$ cat config.mk
export PLATFORM = sky130hd
export DESIGN_NAME = up_counter_with_pause_function
export DESIGN_NICKNAME = d
export VERILOG_FILES = /design/src/rtl/up_counter_with_pause_function_pkg.sv /design/src/rtl/up_counter_with_pause_function_bcd_up_digit.sv /design/src/rtl/up_counter_with_pause_function.sv
export SDC_FILE = /design/constraint.sdc
export NUM_CORES = 1
export LEC_CHECK = 0
export CAP_MARGIN = 20
export CORE_AREA = 2 2 74 76
export CTS_CLUSTER_SIZE = 10
export DETAILED_ROUTE_END_ITERATION = 8
export DIE_AREA = 0 0 76 78
export PLACE_DENSITY = 0.59
export SLEW_MARGIN = 10
export SYNTH_ARGS = -nofsm -noshare
export SYNTH_HDL_FRONTEND = slang
export SYNTH_SLANG_ARGS = --single-unit
export TNS_END_PERCENT = 20
$ cat constraint.sdc
create_clock -name clk -period 2 [get_ports clk]
set_clock_uncertainty 0.05 [all_clocks]
set_input_delay 0.4 -clock clk [delete_from_list [all_inputs] [get_ports clk]]
set_output_delay 0.4 -clock clk [all_outputs]
set_load 0.02 [all_outputs]
$ cat src/rtl/up_counter_with_pause_function_pkg.sv
// Shared types and constants for the pausable two-digit BCD up counter.
// Holds FSM state encodings, the seven-segment table and anode constants.
package up_counter_with_pause_function_pkg;

    typedef enum logic [1:0] {
        ST_PAUSE = 2'd0,
        ST_COUNT = 2'd1,
        ST_DONE  = 2'd2
    } state_t;

    localparam logic [3:0] SSD_ONES = 4'b1110;
    localparam logic [3:0] SSD_TENS = 4'b1101;

    // Active-low segments {dp,g,f,e,d,c,b,a}; dp kept off.
    function automatic logic [7:0] seg_pattern(input logic [3:0] d);
        logic [7:0] p;
        unique case (d)
            4'd0:    p = 8'hC0;
            4'd1:    p = 8'hF9;
            4'd2:    p = 8'hA4;
            4'd3:    p = 8'hB0;
            4'd4:    p = 8'h99;
            4'd5:    p = 8'h92;
            4'd6:    p = 8'h82;
            4'd7:    p = 8'hF8;
            4'd8:    p = 8'h80;
            4'd9:    p = 8'h90;
            default: p = 8'hFF;
        endcase
        return p;
    endfunction

endpackage

$ cat src/rtl/up_counter_with_pause_function_bcd_up_digit.sv
// Single BCD digit: clear has priority, enable increments and wraps 9->0.
// Ports: clk, rst_n, en, clr in; q (digit) and carry (wrap this cycle) out.
module bcd_up_digit (
    input  logic       clk,
    input  logic       rst_n,
    input  logic       en,
    input  logic       clr,
    output logic [3:0] q,
    output logic       carry
);

    assign carry = en & (q == 4'd9);

    always_ff @(posedge clk or negedge rst_n) begin
        if (!rst_n) begin
            q <= 4'd0;
        end else if (clr) begin
            q <= 4'd0;
        end else if (en) begin
            q <= (q == 4'd9) ? 4'd0 : q + 4'd1;
        end
    end

endmodule

$ cat src/rtl/up_counter_with_pause_function.sv
// Two-digit BCD up counter with start/pause button and terminal hold.
// Ports: clk, rst_before, tick_1hz, press, scan in; digits, display, status out.
module up_counter_with_pause_function
    import up_counter_with_pause_function_pkg::*;
#(
    parameter int LIMIT1 = 3,
    parameter int LIMIT0 = 0
) (
    input  logic        clk,
    input  logic        rst_before,
    input  logic        tick_1hz,
    input  logic        press,
    input  logic        scan,
    output logic [3:0]  digit0,
    output logic [3:0]  digit1,
    output logic [7:0]  show,
    output logic [3:0]  ssd_active,
    output logic        state_led,
    output logic        done,
    output logic [14:0] led
);

    localparam logic [3:0] LIM1 = 4'(LIMIT1);
    localparam logic [3:0] LIM0 = 4'(LIMIT0);

    state_t     state;
    logic       press_q;
    logic       primed;
    logic       press_edge;
    logic       inc;
    logic       clr;
    logic       c0;
    logic       c1;
    logic [3:0] nxt0;
    logic [3:0] nxt1;
    logic       at_limit;

    // primed blanks the first sample after reset so a button held
    // through release is not mistaken for a fresh press.
    always_ff @(posedge clk or negedge rst_before) begin
        if (!rst_before) begin
            press_q <= 1'b0;
            primed  <= 1'b0;
        end else begin
            press_q <= press;
            primed  <= 1'b1;
        end
    end

    assign press_edge = primed & press & ~press_q;

    assign inc = (state == ST_COUNT) & tick_1hz & ~press_edge;
    assign clr = (state == ST_DONE) & press_edge;

    bcd_up_digit u_ones (
        .clk   (clk),
        .rst_n (rst_before),
        .en    (inc),
        .clr   (clr),
        .q     (digit0),
        .carry (c0)
    );

    bcd_up_digit u_tens (
        .clk   (clk),
        .rst_n (rst_before),
        .en    (c0),
        .clr   (clr),
        .q     (digit1),
        .carry (c1)
    );

    // Value the digits take on this edge when inc is high.
    assign nxt0 = c0 ? 4'd0 : digit0 + 4'd1;
    assign nxt1 = c0 ? (c1 ? 4'd0 : digit1 + 4'd1) : digit1;
    assign at_limit = inc & (nxt1 == LIM1) & (nxt0 == LIM0);

    always_ff @(posedge clk or negedge rst_before) begin
        if (!rst_before) begin
            state     <= ST_PAUSE;
            state_led <= 1'b0;
            done      <= 1'b0;
            led       <= '0;
        end else begin
            unique case (state)
                ST_PAUSE: begin
                    if (press_edge) begin
                        state     <= ST_COUNT;
                        state_led <= 1'b1;
                    end
                end
                ST_COUNT: begin
                    if (press_edge) begin
                        state     <= ST_PAUSE;
                        state_led <= 1'b0;
                    end else if (at_limit) begin
                        state     <= ST_DONE;
                        state_led <= 1'b0;
                        done      <= 1'b1;
                        led       <= '1;
                    end
                end
                ST_DONE: begin
                    if (press_edge) begin
                        state <= ST_PAUSE;
                        done  <= 1'b0;
                        led   <= '0;
                    end
                end
                default: begin
                    state     <= ST_PAUSE;
                    state_led <= 1'b0;
                    done      <= 1'b0;
                    led       <= '0;
                end
            endcase
        end
    end

    always_comb begin
        show       = seg_pattern(scan ? digit1 : digit0);
        ssd_active = scan ? SSD_TENS : SSD_ONES;
    end

endmodule

-- After elaboration in Yosys (flattened, before gate mapping)
Memories as Yosys holds them, arrays and structs flattened.
Cells that the tools add are included.
- bitwise gates (word level): 13
- equality and inequality tests: 10
- mux-type cells: 28
- add/subtract/negate cells: 2
- reduce and logical (&&, ||, !) cells: 7
- operators with widths (kind ; number):
    $mux W15 ; 3
    $pmux W15 S3 ; 1
    $mux W4 ; 10
    $mux W2 ; 5
    $and A1 B1 Y1 ; 9
    $add A4 B1 Y4 const B ; 2
    $eq A4 B4 Y1 const B ; 2
    $ne A2 B2 Y1 const B ; 4
    $mux W1 ; 6
    $pmux W1 S3 ; 2
    $pmux W2 S3 ; 1
    $reduce_and A3 Y1 ; 2
    $eq A4 B2 Y1 const B ; 1
    $logic_not A4 Y1 ; 1
    $not A1 Y1 ; 4
    $reduce_and A4 Y1 ; 1
    $reduce_bool A2 Y1 ; 2
    $ne A3 B3 Y1 const B ; 1
    $eq A2 B1 Y1 const B ; 1
    $eq A2 B2 Y1 const B ; 1
    $logic_not A2 Y1 ; 1
- input port bits: 5
- bits in registers: 29
- output and inout bits: 37
- ROM bits: 112
- logic and storage cells: 69
- memories: 1
- memories (name ; words ; bits a word ; read ports ; clocked after memory_dff ; write ports ; RTL line ; text):
    (no name shown) ; 16 ; 7 ; 1 ; 0 ; 0 ; up_counter_with_pause_function_pkg.sv:17 ; unique case (d)

-- Longest topological paths before layout
Gate-level depths: netlist of run 1.
- word-level depth: 14
- gate-level depth with buffers: 8
- mapped depth without buffers: 7

-- Hierarchy
From an unflattened synthesis of run 1, not the netlist that was laid out.
- cells, all modules: 144
- area total of the unflattened synthesis: 1238.7 µm²
- by module, submodules not included (module ; times used ; cells an instance ; seq. area each (µm²) ; area each (µm²)):
    up_counter_with_pause_function ; 1 ; 92 ; 150.1 ; 755.7
    bcd_up_digit ; 2 ; 26 ; 100.1 ; 241.5

-- Least setup slack after synthesis of run 1
OpenSTA, ideal clock, no wires.
- kind: input -> output
- start point: input scan
- end point: output show[5]
- arrival time: 1.899 ns
- buffers on the path: 1
- path slack: -0.349 ns
- data required time: 1.550 ns
- stages: 6
- cells stage by stage: clkbuf_1 -> o21ai_0 -> inv_1 -> ha_1 -> a21o_1 -> a21oi_1
- longest elaborated chain between the ends: 2
- ends and longest elaborated chain (what ; RTL line ; text):
    from (decl) ; up_counter_with_pause_function.sv:13 ; input logic scan,
    $mux W4 ; up_counter_with_pause_function.sv:121 ; show = seg_pattern(scan ? digit1 : digit0);
    $mem_v2 Z16 W7 ; - ;
    to (decl) ; up_counter_with_pause_function.sv:16 ; output logic [7:0] show,
Every way passes these cells.

-- Final worst setup path of run 1
- start point: register u_ones.q[0]
- end point: register led[13]
- longest elaborated chain between the ends: 10
- elaborated cells between the ends (all ways): 13
- classes of those cells: add/sub (1); eq/ne (3); mux (3); bitwise (4); reduce/logical (2)
- ends and longest elaborated chain (what ; RTL line ; text):
    from (decl) ; up_counter_with_pause_function_bcd_up_digit.sv:8 ; output logic [3:0] q,
    from (signal assigned) ; up_counter_with_pause_function_bcd_up_digit.sv:20 ; q <= (q == 4'd9) ? 4'd0 : q + 4'd1;
    $eq A4 B4 Y1 ; up_counter_with_pause_function_bcd_up_digit.sv:12 ; assign carry = en & (q == 4'd9);
    $and A1 B1 Y1 (2 in a row) ; up_counter_with_pause_function_bcd_up_digit.sv:12 ;
    $mux W4 (2 in a row) ; up_counter_with_pause_function.sv:75 ; assign nxt1 = c0 ? (c1 ? 4'd0 : digit1 + 4'd1) : digit1;
    $eq A4 B2 Y1 ; up_counter_with_pause_function.sv:76 ; assign at_limit = inc & (nxt1 == LIM1) & (nxt0 == LIM0);
    $and A1 B1 Y1 ; up_counter_with_pause_function.sv:76 ;
    $and A1 B1 Y1 (*) ; up_counter_with_pause_function.sv:76 ;
    $ne A2 B2 Y1 (no line) (*) ; - ;
    $reduce_and A4 Y1 (no line) (*) ; - ;
    to (signal assigned) ; up_counter_with_pause_function.sv:83 ; led <= '0;
    to (signal assigned) ; up_counter_with_pause_function.sv:100 ; led <= '1;
    to (signal assigned) ; up_counter_with_pause_function.sv:107 ; led <= '0;
    to (decl) ; up_counter_with_pause_function.sv:20 ; output logic [14:0] led
Every way passes the cells marked *; elsewhere a longest branch is shown, timed or not.
A chain may end at the register's enable or synchronous reset.

==> results of run 1 <==
-- per-layer routing --
metal	track usage, %	routed length (µm)
met5	0	0
met4	4.727	46
met3	1.860	108
met2	18.93	1574
met1	13.24	1448
-- path summary, 6_finish.rpt --
| path | startpoint | end | slack (ns) |
|---|---|---|---|
| setup / recovery | u_ones.q[0] | led[13] | -0.15 |
| hold / removal | rst_before | u_tens.q[3] | 0.37 |
| setup reg to reg | u_ones.q[0] | led[13] | -0.15 |
| hold reg to reg | state_led | state_led | 0.55 |
| max in group asynchronous | rst_before | u_ones.q[2] | 1.06 |
| min in group clk | state_led | state_led | 0.55 |
-- where the power goes --
| part | internal (mW) | switching (mW) | leakage, nW |
|---|---|---|---|
| clock network | 0.175 | 0.109 | 0.0288 |
| logic | 1.06 | 0.970 | 0.713 |
| registers | 0.366 | 0.111 | 0.166 |
| total | 1.60 | 1.19 | 0.908 |
-- what timing repair did --
action,in CTS,in global routing
gates resized for setup,57,9
pin swaps,8,8
buffers inserted,7,2
setup endpoints to repair,29,29
hold endpoints to repair,0,0
-- cell usage in the layout (no fill, tap or decap), drive strengths merged, types with 2 or more instances in the layout --
master         count
nor4b              2
mux2               2
nand2             10
a21oi              9
nand2b             3
xnor2              2
and3b              2
nor2              16
mux2i              5
clkdlybuf4s50     29
dfrtp             14
ha                 9
o31ai              2
o21ai              5
inv                6
nand3b             4
conb               4
nand3              5
and2               3
buf               55
nor3               4
clkbuf             4
or3                3
-- stage by stage --
step	total power, mW	TNS, ns	cells	setup slack (ns)
finish	2.790	-0.6783	281	-0.1529
global route	3.003	-3.470	281	-0.2118
CTS	2.775	-1.220	279	-0.1540
detailed placement	2.353	-8.482	268	-0.8702
global placement	2.336	-8.152	268	-0.8660
floorplan	1.548	-0.3511	145	-0.08568
-- layout make-up --
cell class / instances / area (µm²) / area share [%]
clock buffer: 4 / 55.05 / 2.652
sequential: 14 / 356.6 / 17.18
multi-input combinational: 102 / 813.3 / 39.18
inverter: 6 / 25.02 / 1.206
tap: 70 / 87.58 / 4.219
timing repair buffer: 85 / 738.2 / 35.56
-- flip-flops by register name, indices dropped and copies added (netlist names) --
name / flops
primed: 1
state_led: 1
u_tens.q: 4
state: 2
led: 1
u_ones.q: 4
press_q: 1
-- logic make-up after synthesis --
family,after synthesis,share of synthesized area [%]
AOI/OAI and AO/OA,23,11.61
DFF,14,29.02
adders and majority gates,9,9.327
and+or+nand+nor,57,26.32
other,1,0.3106
buffers and inverters,29,15.96
muxes,7,6.010
xor gates and xnor gates,2,1.451
==> results.md, run 1 <==
* Sequential fraction of the synthesis area at 29.02%
* Slowest cell on crit path: dfrtp_2
* Number of global-route vias before repair at 1171
* CTS Buffer Depth at 2
* Fillers at 512
* Root Buffer Master: clkbuf_8
* Power Density at between 1000 and 1500 nW/µm²
* I/O pins at 42
* Vias at 1176
* Vias per cell at approximately 4.2
* Worst Path Required at between 2 and 2.5 ns
* Max stage delay on crit path at around 0.43 ns
* Synth Cell Area at 1207 µm²
* Die X at 76 µm
* Total die area at 5928 µm²
* Setup ws final at -0.1529 ns
* Diode count at 0
* First-pass GRT wire length at ~5300 µm
* Clock Sink Count at 14
* Synth Instances at 142
* Tightest Hold Check Type: in -> async
* CP bufs+invs at 2
* Clock slew at reported path FFs at 0.06 ns
* Initial antenna violation count at 0
* Post-DRT Antenna Nets at 0
* Main synth FF type: dfrtp_1
* Initial Util at a little under a quarter
* Final Hold Viols at 0
* Largest net degree at the start of global routing at 18
* Family with the most delay on the worst path: simple AND/OR/NAND/NOR gates
* Yosys cell types at 38
* Fin Hold WS at between 0.3 and 0.4 ns
* Share of the synthesized area in the top cell type at 29.02%
* Crit-path max FO at 4
* Drt drc at 0
* Crit path time final at approximately 2.2 ns
* Wire per inst at approximately 11 µm
* RD Place Congestion at 0.8157
* VDD IR-drop max at roughly 460 µV
* Leak at 0.9078 nW
* # nets final at 226
* 1st-iter DRT viols at 21
* Reg2Reg Depth at 8
* Post-synth ARST share at 100.0%
* Fmax achieved at 464.5 MHz
* Core ar. at between 5000 and 6000 µm²
* Die Height at 78 µm
* Finish-stage setup viols at 9
* Crit share post-route at 107.6%
* Placed cell area at 1879 µm²
* Design area at 2076 µm²
* Total grt overflow at 0
* CP Depth at 8
* Final WL at around 3200 µm
* Most area-consuming cells after synthesis: dfrtp_1 (29%), buf_4 (12%), ha_1 (9.3%)
* Gr usage total at 10.88%
* Post-synth EDFFs at 0
* CP Cell Sequence: buf_12, ha_4, nand3b_4, buf_6, nor4b_4, mux2_4, or4_4, nand2_1
* HPWL Detailed at 2481 µm
* Num CTS Buffers at 3
* Critical path endpoint category: flop
* CP startpoint kind: flop
* Max_cap viols at 0
* Rows at 26
* Top-count cell post-synth: buf_4
* Arr. time, crit path at around 2.3 ns
* Worst-Skew Late Latency at 0.25 ns
* Post-synth top cells: buf_4 (20), nor2_1 (16), dfrtp_1 (14), nand2_1 (10)
* Htree depth at 1
* Slew Viols, Final at 0
* #FFs+latches synth at 14
* Synth Warn # at 0
* Outcome: complete, but fails checks
* Syn_area_per_cell at ~8.5 µm²
* RSZ-0062 raised after global routing: yes
* Post-CTS Hold Fix Bufs at 0
* I/O Buffers at 38
* Synth area leader: dfrtp_1
* Violated checks: setup timing
* Setup CP Type: reg -> reg
* Area Overhead vs Synth at 71.92%
* Pre-antenna DRT Iters at 4
* CTS tree: built
* Post-layout util at 41.17%
* Share of cells above drive strength 1 at between 40% and 50%
Power figures use the tool's default switching activity.
==> run 2, diff against run 1 <==
--- a/config.mk
+++ b/config.mk
@@ -10,6 +10,7 @@
 export CTS_CLUSTER_SIZE = 10
 export DETAILED_ROUTE_END_ITERATION = 8
 export DIE_AREA = 0 0 76 78
+export HOLD_SLACK_MARGIN = 0.08
 export PLACE_DENSITY = 0.59
 export SLEW_MARGIN = 10
 export SYNTH_ARGS = -nofsm -noshare
==> results of run 2 <==
No change in the layout: final DEF, timing and power equal those of run 1.
==> run 3, diff against run 2 <==
--- a/config.mk
+++ b/config.mk
@@ -7,6 +7,7 @@
 export LEC_CHECK = 0
 export CAP_MARGIN = 20
 export CORE_AREA = 2 2 74 76
+export CTS_BUF_LIST = sky130_fd_sc_hd__clkbuf_8
 export CTS_CLUSTER_SIZE = 10
 export DETAILED_ROUTE_END_ITERATION = 8
 export DIE_AREA = 0 0 76 78
==> results of run 3 <==
No change in the layout: final DEF, timing and power equal those of run 1.
